===== config.mk =====
export PLATFORM = sky130hd
export DESIGN_NAME = seg_scan_ctrl
export DESIGN_NICKNAME = d
export VERILOG_FILES = /design/src/rtl/seg_pkg.sv /design/src/rtl/seg_hex_decode.sv /design/src/rtl/seg_scan_ctrl.sv
export SDC_FILE = /design/constraint.sdc
export NUM_CORES = 1
export LEC_CHECK = 0
export BUFFER_PORTS_ARGS = -buffer_cell sky130_fd_sc_hd__buf_2
export CORE_AREA = 2 2 93 95
export DETAILED_ROUTE_END_ITERATION = 16
export DIE_AREA = 0 0 95 97
export PLACE_DENSITY = 0.85
export SETUP_SLACK_MARGIN = 0.02
export SYNTH_ARGS = -nofsm -noshare
export SYNTH_HDL_FRONTEND = slang
export SYNTH_SLANG_ARGS = --single-unit

===== constraint.sdc =====
create_clock -name clk -period 2.75 [get_ports clk]
set_input_delay 0.55 -clock clk [delete_from_list [all_inputs] [get_ports clk]]
set_output_delay 0.55 -clock clk [all_outputs]
set_load 0.1 [all_outputs]

===== src/rtl/seg_pkg.sv =====
// Shared constants and types for the seven-segment scan controller.
// Optional build macro: LEADING_ZERO_BLANK_EN (suppresses leading zero digits).
package seg_pkg;

  // Active-low segment patterns {dp,g,f,e,d,c,b,a}, dp off; entry i decodes nibble i.
  localparam logic [15:0][7:0] SEG_HEX_TABLE = {
    8'h8E, 8'h86, 8'hA1, 8'hC6, 8'h83, 8'h88, 8'h90, 8'h80,
    8'hF8, 8'h82, 8'h92, 8'h99, 8'hB0, 8'hA4, 8'hF9, 8'hC0
  };

  localparam logic [7:0] SEG_BLANK = 8'hFF;

  typedef enum logic {
    BLANK = 1'b0,
    SHOW  = 1'b1
  } scan_state_t;

  // Slot counter width; counts 0..div-1.
  function automatic int cnt_width(input int div);
    return (div < 2) ? 1 : $clog2(div);
  endfunction

endpackage


===== src/rtl/seg_hex_decode.sv =====
// Shared hex-to-seven-segment decoder (active-low, dp excluded).
module seg_hex_decode
  import seg_pkg::*;
(
  input  logic [3:0] nibble,
  output logic [6:0] seg7
);

  assign seg7 = SEG_HEX_TABLE[nibble][6:0];

endmodule


===== src/rtl/seg_scan_ctrl.sv =====
// Time-multiplexed scan controller for NUM_DIGITS common-anode digits.
// New display words are staged in a pending register and applied only at
// frame boundaries so the display never tears. Each digit slot starts with a
// blanked guard period to suppress ghosting.
// Optional build macro: LEADING_ZERO_BLANK_EN -- blanks digits above the most
// significant non-zero nibble (digit 0 always shown).
module seg_scan_ctrl
  import seg_pkg::*;
#(
  parameter int NUM_DIGITS   = 8,
  parameter int REFRESH_DIV  = 100000,
  parameter int GUARD_CYCLES = 2000
) (
  input  logic                    clk,
  input  logic                    rst,
  input  logic [4*NUM_DIGITS-1:0] value,
  input  logic                    value_valid,
  output logic                    value_ready,
  input  logic [NUM_DIGITS-1:0]   digit_en,
  input  logic [NUM_DIGITS-1:0]   dp_in,
  output logic [NUM_DIGITS-1:0]   an,
  output logic [7:0]              seg
);

  localparam int CW = cnt_width(REFRESH_DIV);
  localparam int IW = (NUM_DIGITS > 1) ? $clog2(NUM_DIGITS) : 1;
  localparam logic [CW-1:0] CNT_LAST  = CW'(REFRESH_DIV - 1);
  localparam logic [CW-1:0] CNT_GLAST = CW'((GUARD_CYCLES > 0) ? GUARD_CYCLES - 1 : 0);
  localparam logic [IW-1:0] IDX_LAST  = IW'(NUM_DIGITS - 1);

  logic [NUM_DIGITS-1:0][3:0] disp_q;
  logic [NUM_DIGITS-1:0][3:0] pend_q;
  logic                       pend_f;
  logic                       pend_f_nxt;
  logic                       accept;

  scan_state_t     state;
  logic [CW-1:0]   cnt;
  logic [IW-1:0]   idx;

  logic [3:0]            nib;
  logic [6:0]            seg7;
  logic [NUM_DIGITS-1:0] lz;
  logic [NUM_DIGITS-1:0] an_show;
  logic                  lit;
  logic                  frame_end;

  assign frame_end  = (state == SHOW) && (cnt == CNT_LAST) && (idx == IDX_LAST);
  assign accept     = value_valid && value_ready;
  assign pend_f_nxt = accept || (pend_f && !frame_end);

  // Single shared decoder fed by the nibble of the digit currently scanned.
  assign nib = disp_q[idx];

  seg_hex_decode u_dec (
    .nibble (nib),
    .seg7   (seg7)
  );

  // Leading-zero mask: digit i is suppressed when nibbles i..top are all zero.
  always_comb begin
    lz = '0;
`ifdef LEADING_ZERO_BLANK_EN
    begin : g_lz
      logic zero_above;
      zero_above = 1'b1;
      for (int i = NUM_DIGITS - 1; i > 0; i--) begin
        zero_above = zero_above && (disp_q[i] == 4'h0);
        lz[i] = zero_above;
      end
    end
`endif
  end

  // One-hot-low anode pattern for the current digit.
  always_comb begin
    an_show      = '1;
    an_show[idx] = 1'b0;
  end

  assign lit = (state == SHOW) && digit_en[idx] && !lz[idx];

  // Scan FSM, slot counter, digit index and registered an/seg.
  always_ff @(posedge clk) begin
    if (rst) begin
      state <= BLANK;
      cnt   <= '0;
      idx   <= '0;
      an    <= '1;
      seg   <= SEG_BLANK;
    end else begin
      an  <= lit ? an_show : '1;
      seg <= lit ? {~dp_in[idx], seg7} : SEG_BLANK;
      case (state)
        BLANK: begin
          if (GUARD_CYCLES == 0) begin
            state <= SHOW;
          end else begin
            cnt <= cnt + 1'b1;
            if (cnt == CNT_GLAST) state <= SHOW;
          end
        end
        SHOW: begin
          if (cnt == CNT_LAST) begin
            cnt <= '0;
            idx <= (idx == IDX_LAST) ? '0 : idx + 1'b1;
            if (GUARD_CYCLES == 0) state <= SHOW;
            else                   state <= BLANK;
          end else begin
            cnt <= cnt + 1'b1;
          end
        end
        default: state <= BLANK;
      endcase
    end
  end

  // Handshake: stage accepted words, commit to the display at the frame boundary.
  always_ff @(posedge clk) begin
    if (rst) begin
      disp_q      <= '0;
      pend_q      <= '0;
      pend_f      <= 1'b0;
      value_ready <= 1'b0;
    end else begin
      if (frame_end && pend_f) disp_q <= pend_q;
      if (accept)              pend_q <= value;
      pend_f      <= pend_f_nxt;
      value_ready <= !pend_f_nxt;
    end
  end

endmodule


---- Word-level counts from Yosys, hierarchy flattened ----
Memory sizes are Yosys's and may differ from the RTL's. A register that Yosys moved wholly into a read port is not among the register bits.
Index checks and enable logic that the tools add are counted.
storage, ports and cells
  register bits after elaboration ......... 103
  bits in latches ......................... 0
  bits in writable memories ............... 0
  memory bits (read-only) ................. 136
  input bits .............................. 51
  output and inout bits ................... 17
  logic and storage cells ................. 69
  memories ................................ 2
memories
  memory            words  width  rd ports  clocked after Yosys merged registers in  wr ports  RTL line             source
  (name not given)  16     8      1         1                                        0         seg_hex_decode.sv:9  assign seg7 = SEG_HEX_TABLE[nibble][6:0];
  (name not given)  8      1      1         1                                        0         seg_scan_ctrl.sv:81  assign lit = (state == SHOW) && digit_en[idx] && !lz[idx];
operators by class
  add/sub/neg operators ................... 2
  $mul .................................... 0
  divide/modulo/power cells ............... 0
  magnitude comparators ................... 3
  equality and inequality tests ........... 3
  shifts and indexed selects .............. 0
  multiplexer cells ....................... 18
  bitwise logic cells ..................... 4
  reduce and logical (&&, ||, !) cells .... 14
operator list
  operator                 count
  $pmux W17 S2             1
  $add A17 B1 Y17 const B  1
  $eq A17 B11 Y1 const B   1
  $eq A17 B17 Y1 const B   1
  $mux W17                 1
  $bmux W4 S3              1
  $mux W3                  3
  $logic_and A1 B1 Y1      8
  $not A8 Y8               1
  $mux W7                  1
  $bmux W1 S3              2
  $mux W1                  6
  $lt A4 B5 Y1 const B     1
  $lt A3 B4 Y1 const B     1
  $mux W4                  1
  $add A3 B1 Y3 const B    1
  $demux W1 S3             1
  $eq A3 B3 Y1 const B     1
  $ge A3 B1 Y1 const B     1
  $logic_not A1 Y1         3
  $not A1 Y1               3
  $pmux W1 S2              1
  $reduce_and A2 Y1        1
  $reduce_or A2 Y1         1
  $logic_or A1 B1 Y1       1

---- Depth between registers and ports, before layout ----
Gate-level depths: netlist of the first run.
  depth after elaboration ................. 7
  mapped depth ............................ 13
  depth with buffers taken out ............ 9

---- By module ----
Synthesis of the first run repeated with hierarchy kept, for this count alone.
unflattened totals
  cell total of the unflattened synthesis .. 522
  area, all modules ....................... 4827.1 um2
by module, submodules not included
  module          times used  cells each  area each (um2)  seq. area each (um2)
  seg_scan_ctrl   1           490         4551.9           2062.0
  seg_hex_decode  1           32          275.3            0.0

---- Worst setup path before layout of the first run ----
OpenSTA, ideal clock, no wires.
  path type ............................... reg-to-reg
  from .................................... reg idx[0]
  to ...................................... reg seg[3]
  setup time .............................. 0.117 ns
  arrival ................................. 2.165 ns
  required time ........................... 2.633 ns
  setup slack ............................. 0.468 ns
  stages on the path, launching flop included .. 13
  path buffers ............................ 3
  clock period less this slack ............ 2.282 ns
  path through ............................ dfxtp_1 -> buf_6 -> buf_6 -> buf_6 -> or3b_2 -> a21oi_1 -> a2111o_1 -> inv_1 -> ha_1 -> inv_1 -> mux2i_1 -> mux2i_1 -> nand2b_1
between the ends
  word-level cells in the longest chain between the ends .. 6
  elaborated cells on any way between the ends .. 8
  classes of those cells .................. mux: 4; bitwise: 1; reduce/logical: 3
ends and longest elaborated chain
  element                            RTL line              source
  from (decl)                        seg_scan_ctrl.sv:39   logic [IW-1:0] idx;
  from (signal assigned)             seg_scan_ctrl.sv:106  idx <= (idx == IDX_LAST) ? '0 : idx + 1'b1;
  $bmux W1 S3                        seg_scan_ctrl.sv:81
  $mux W1 (not written as such)      seg_scan_ctrl.sv:81
  $logic_and A1 B1 Y1 (2 in series)  seg_scan_ctrl.sv:81
  $not A1 Y1 (no line)               -
  $reduce_or A2 Y1 (no line)         -
  to (decl)                          seg_scan_ctrl.sv:22   output logic [7:0] seg
Several ways; a longest one is shown, not always the timed one. The select of a mux whose other input is x is not followed.
A chain may end at the register's enable or synchronous reset.

---- Worst setup path after layout of the first run ----
  from .................................... reg idx[1]
  to ...................................... reg seg[6]
The elaborated chain is that of the path after synthesis.

==> impl_metrics.json, run 1 <==
{
  "cp_max_fo": 15,
  "crit_path_end": "seg[6]$_SDFF_PP1_",
  "grt_max_degree": 65,
  "antenna_found_initial": 0,
  "cts_root_buf": "clkbuf_8",
  "cts_made_buffers": 9,
  "firstDrtPassIters": 5,
  "cts_buffer_depth": 2,
  "dr_total_vias": 3456,
  "postSynthCellCount": 483,
  "path_class": "reg -> reg",
  "powerDensity_mw_per_mm2": 525,
  "cts-hold-fix-buffers": 0,
  "leakagePower_nw": 2.14,
  "synth_area_mm2": 0.00446,
  "gr-total-overflow": 0,
  "finalHoldViolCount": 0,
  "port_buffers": 67,
  "drive_gt1_share_pct": 19.6,
  "clk-insertion-delay-late_ps": 370,
  "cts_tree": "built",
  "ys_ff_latch": 103,
  "cts_resized": 0,
  "setup_slack_ps": 352,
  "period_minus_slack_ps": 2400,
  "hold_ws_ps": 407,
  "grt_usage_pct": 20.4,
  "drt-wirelength-per-cell_um": 14.2,
  "synthArstFlopShare_pct": 0,
  "r2r-end": "seg[6]$_SDFF_PP1_",
  "setup_viol": 0,
  "clk_pin_slew_ps": 100,
  "grt_pass1_vias": 3286,
  "ant_nets": 0,
  "drt-total-wl_mm": 9.13,
  "syn_nets": 543,
  "die_area_mm2": 0.00922,
  "drt_iter0_markers": 114,
  "placed_cell_area_mm2": 0.00481,
  "seq_area_mm2": 0.00206,
  "die_height_um": 97,
  "final_area_mm2": 0.00501,
  "drcViolationCount": 0,
  "cp-startpoint": "idx[1]$_SDFFE_PP0N_",
  "r2r_slack_ps": 350,
  "tightest_slew_ps": 623,
  "start_util_pct": 54.9,
  "place_ws_ps": 357,
  "yosysSeqAreaShare_pct": 46.2,
  "rsz0062_at_grt": "false",
  "finalMaxSlewViolations": 0,
  "grt_use_met2_pct": 34.9,
  "dp_hpwl_mm": 6.62,
  "outcome": "completed",
  "max-cap-violations": 0,
  "setup_tns_ps": 0,
  "postCtsSetupRepairBufs": 0,
  "fin_crit_sh_pct": 87.2,
  "final_cells": 645,
  "htree_levels": 3,
  "placed_cells": 630,
  "required_ps": 2990,
  "fin_util_pct": 61.6,
  "synth_edf_count": 0,
  "busiest_layer": "met2",
  "clkSinkCount": 103,
  "start_kind": "flop",
  "reg2reg_depth": 5,
  "end_kind": "flop",
  "io_pins": 68,
  "ys.flop_type": "dfxtp_1",
  "num_antenna_cells": 0,
  "use_met3_pct": 4.67,
  "hold_path.class": "in -> reg",
  "p_total_mw": 2.63,
  "slew_headroom_pct": 58.5,
  "fp.dieW_um": 95,
  "grt_pass1_wl_mm": 15.0,
  "synth_warnings": 0,
  "fmax_mhz": 417,
  "peakVddDrop_uv": 391,
  "syn_avg_cell_area_um2": 9.24,
  "vias_per_cell": 5.36,
  "multi_input_area_mm2": 0.00219,
  "rows": 33,
  "gp_congestion": 0.916,
  "worst_ep_arrival_time_ps": 2630,
  "reg2reg_from": "idx[1]$_SDFFE_PP0N_",
  "clock_skew_ps": 9.25,
  "nets": 596,
  "fill_cells": 663,
  "syn_to_final_growth_pct": 12.3,
  "core_mm2": 0.00813,
  "synth_cell_types": 52,
  "use_met1_pct": 25.0
}
==> Yosys cell counts (2+ instances only) <==
library cell | number | area, µm²
dfxtp_1 | 103 | 2060
nand2_1 | 81 | 304
nor2_1 | 64 | 240
mux2i_1 | 51 | 510
a21oi_1 | 38 | 190
clkbuf_1 | 12 | 45.0
buf_2 | 9 | 45.0
ha_1 | 9 | 113
nand3_1 | 9 | 45.0
and2_1 | 8 | 50.1
inv_1 | 8 | 30.0
xnor2_1 | 8 | 70.1
xor2_1 | 7 | 61.3
buf_4 | 6 | 45.0
nand3b_1 | 6 | 45.0
mux2_2 | 5 | 56.3
nand4_1 | 5 | 31.3
mux4_2 | 4 | 90.1
nor3_1 | 4 | 20.0
o221ai_1 | 4 | 35.0
buf_1 | 3 | 11.3
buf_6 | 3 | 33.8
mux2_1 | 3 | 33.8
nor2b_1 | 3 | 18.8
a31oi_1 | 2 | 12.5
and4_1 | 2 | 17.5
==> power by group <==
part	leakage (nW)	total (mW)	switching, mW	internal [mW]
Combinational	1.20	0.134	0.0796	0.0542
Clock	0.101	0.965	0.514	0.452
Sequential	0.834	1.54	0.0165	1.52
==> cell usage in the layout, fill, tap and decap left out, types with 2 or more instances in the layout <==
cell type / instances
a21oi_1: 38
a31oi_1: 2
and2_1: 8
and4_1: 2
buf_2: 67
buf_4: 8
clkbuf_8: 10
dfxtp_1: 103
ha_1: 9
inv_1: 8
mux2_1: 3
mux2_2: 5
mux2i_1: 51
mux4_2: 4
nand2_1: 81
nand3_1: 9
nand3b_1: 6
nand4_1: 5
nor2_1: 64
nor2b_1: 3
nor3_1: 4
o221ai_1: 4
xnor2_1: 8
xor2_1: 7
==> how the worst min path moves through the flow <==
stage | from | to | depth (start not counted)
after floorplan | cnt[0]$_SDFF_PP0_ | cnt[0]$_SDFF_PP0_ | 1
after global placement | cnt[0]$_SDFF_PP0_ | cnt[0]$_SDFF_PP0_ | 1
after detailed placement | cnt[0]$_SDFF_PP0_ | cnt[0]$_SDFF_PP0_ | 1
after CTS | value[24] | pend_q[24]$_SDFFE_PP0P_ | 3
after global routing | value[18] | pend_q[18]$_SDFFE_PP0P_ | 3
final | value[24] | pend_q[24]$_SDFFE_PP0P_ | 3
==> registers in the layout (all words and copies together) (netlist names) <==
signal       count
idx              3
disp_q          32
an               8
pend_q          32
cnt             17
state            1
seg              8
pend_f           1
value_ready      1
==> worst max-delay path, stage by stage (launching register included) <==
cell	delay (ps)
dfxtp_1	710
mux2_2	410
a221oi_2	310
and2_1	420
mux2i_1	260
o221ai_1	140
==> logic make-up after synthesis <==
family | share of synthesized area (%)
and+or+nand+nor | 20.1
DFF | 46.2
muxes | 15.8
AOI/OAI and AO/OA | 7.74
buffers and inverters | 4.71
xor gates and xnor gates | 2.94
adders and majority gates | 2.52
==> layer usage <==
metal  share of wire, %  wire, µm
met5                  0         0
met4                1.5       135
met3                4.9       449
met2                 50      4580
met1                 43      3960
==> cell type report <==
type | count | area share (%)
sequential | 103 | 41.1
clock inverter | 5 | 1.32
inverter | 8 | 0.599
tap | 105 | 2.62
multi-input combinational | 339 | 43.7
timing repair buffer | 75 | 7.89
clock buffer | 10 | 2.75
Power figures use the tool's default switching activity.
==> run 2, diff against run 1 <==
SETUP_SLACK_MARGIN = 0.2   (was 0.02)
clock period = 2.3 ns   (was 2.75 ns; I/O delays follow)
==> impl_metrics.json, run 2 (synthesis gave the netlist of run 1 again) <==
{
  "p_total_mw": 3.13,
  "start_util_pct": 54.9,
  "rsz0062_at_grt": "false",
  "fmax_mhz": 484,
  "r2r_slack_ps": 230,
  "drt-wirelength-per-cell_um": 14.2,
  "cp-startpoint": "idx[1]$_SDFFE_PP0N_",
  "num_antenna_cells": 0,
  "slowest_delay_ps": 400,
  "nets": 602,
  "die_area_mm2": 0.00922,
  "vias_per_cell": 5.38,
  "ant_nets": 0,
  "path_delay_family": "simple AND/OR/NAND/NOR gates",
  "finalHoldViolCount": 0,
  "syn_to_final_growth_pct": 14.7,
  "place_ws_ps": 78.1,
  "start_kind": "flop",
  "grt_usage_pct": 21.3,
  "cp_num_cells": 9,
  "port_buffers": 67,
  "cts_buffer_depth": 2,
  "fp.dieW_um": 95,
  "fin_crit_sh_pct": 89.8,
  "dr_total_vias": 3509,
  "clk-insertion-delay-late_ps": 370,
  "mostFrequentLayoutCell": "dfxtp_1",
  "gr-total-overflow": 0,
  "drcViolationCount": 0,
  "firstDrtPassIters": 4,
  "crit_buf_inv": 2,
  "reg2reg_depth": 9,
  "cp_slowest_cell": "or3b_4",
  "period_minus_slack_ps": 2070,
  "powerDensity_mw_per_mm2": 612,
  "required_ps": 2580,
  "io_pins": 68,
  "setup_viol": 0,
  "grt_pass1_wl_mm": 15.5,
  "die_height_um": 97,
  "cts_made_buffers": 9,
  "dp_hpwl_mm": 6.81,
  "tightest_slew_ps": 555,
  "antenna_found_initial": 0,
  "rows": 33,
  "grt_pass1_vias": 3385,
  "mostFrequentLayoutCells": "dfxtp_1, nand2_1, buf_2",
  "crit_chain": "or3b_4 > a21oi_2 > a2111o_1 > inv_2 > ha_4 > inv_2 > mux2i_1 > mux2i_1 > nand2b_1",
  "r2r-end": "seg[3]$_SDFF_PP1_",
  "clk_pin_slew_ps": 100,
  "crit_path_end": "seg[3]$_SDFF_PP1_",
  "peakVddDrop_uv": 502,
  "gp_congestion": 0.871,
  "setup_slack_ps": 234,
  "cts_root_buf": "clkbuf_8",
  "cts-hold-fix-buffers": 0,
  "reg2reg_from": "idx[1]$_SDFFE_PP0N_",
  "max-cap-violations": 0,
  "clkSinkCount": 103,
  "grt_max_degree": 61,
  "leakagePower_nw": 2.18,
  "outcome": "completed",
  "setup_tns_ps": 0,
  "hold_path.class": "in -> reg",
  "finalMaxSlewViolations": 0,
  "htree_levels": 3,
  "worst_ep_arrival_time_ps": 2340,
  "cts_tree": "built",
  "path_class": "reg -> reg",
  "drt_iter0_markers": 113,
  "clock_skew_ps": 13.2,
  "fin_util_pct": 62.9,
  "drive_gt1_share_pct": 22.5,
  "core_mm2": 0.00813,
  "end_kind": "flop",
  "cp_max_fo": 9,
  "drt-total-wl_mm": 9.23,
  "slew_headroom_pct": 63.0,
  "top_regs": "disp_q (32), pend_q (32), cnt (17)",
  "hold_ws_ps": 315
}
==> run 2: cell types whose count changed in the layout (fill, tap and decap cells not counted), moves of 3 or more <==
cell,before,now
inv_1,8,5
inv_2,0,3
dfxtp_4,0,3
buf_4,8,12
dfxtp_1,103,100
==> run 2: what timing repair did <==
| action | CTS | global route |
|---|---|---|
| setup buffers | 1 | 2 |
| resized for setup | 5 | 10 |
| endpoints found under the setup margin | 14 | 44 |
| pin swaps | 0 | 1 |
==> run 2: final cells by class <==
| cell class | count | area, µm² |
|---|---|---|
| fillers | 656 | 3020 |
| multi-input cells | 339 | 2240 |
| flip-flops and latches | 103 | 2070 |
| repair buffers | 81 | 448 |
| clock buffers | 11 | 131 |
| well taps | 105 | 131 |
| clock inverters | 5 | 63.8 |
| inverters | 8 | 30.0 |
==> run 2: worst register-to-register path, delay by kind of cell, from the launching register on <==
| family | cells | cell delay, ps |
|---|---|---|
| and+or+nand+nor | 2 | 540 |
| DFF | 1 | 390 |
| AOI/OAI and AO/OA | 2 | 380 |
| adders and majority gates | 1 | 270 |
| muxes | 2 | 260 |
| buffers and inverters | 2 | 130 |
==> run 2: metal layers <==
| layer | wire length [µm] | part of all wire [%] | global-route usage, % | vias to the layer above |
|---|---|---|---|---|
| li1 | - | - | - | 1761 |
| met1 | 3940 | 43 | 26.0 | 1648 |
| met2 | 4620 | 50 | 35.2 | 83 |
| met3 | 504 | 5.5 | 6.39 | 17 |
| met4 | 161 | 1.7 | 7.47 | 0 |
| met5 | 0 | 0 | 0 | - |
==> run 2: worst min path at each step <==
stage / from / cells after the start / to
detailed placement: cnt[0]$_SDFF_PP0_ / 1 / cnt[0]$_SDFF_PP0_
floorplan: cnt[0]$_SDFF_PP0_ / 1 / cnt[0]$_SDFF_PP0_
CTS: value[24] / 3 / pend_q[24]$_SDFFE_PP0P_
finish: value[20] / 3 / pend_q[20]$_SDFFE_PP0P_
global route: value[20] / 3 / pend_q[20]$_SDFFE_PP0P_
global placement: cnt[0]$_SDFF_PP0_ / 1 / cnt[0]$_SDFF_PP0_
==> run 2: power by group <==
| group | total (mW) | switching (mW) | internal [mW] |
|---|---|---|---|
| combinational | 0.162 | 0.0958 | 0.0662 |
| sequential | 1.83 | 0.0198 | 1.81 |
| clock | 1.14 | 0.620 | 0.518 |
==> run 2: metrics by stage <==
| step | std cells | area [µm²] |
|---|---|---|
| 3_5_place_dp | 633 | 4850 |
| 2_1_floorplan | 483 | 4500 |
| 3_3_place_gp | 633 | 4850 |
| 4_1_cts | 650 | 5060 |
| 6_report | 652 | 5120 |
| 5_1_grt | 652 | 5120 |
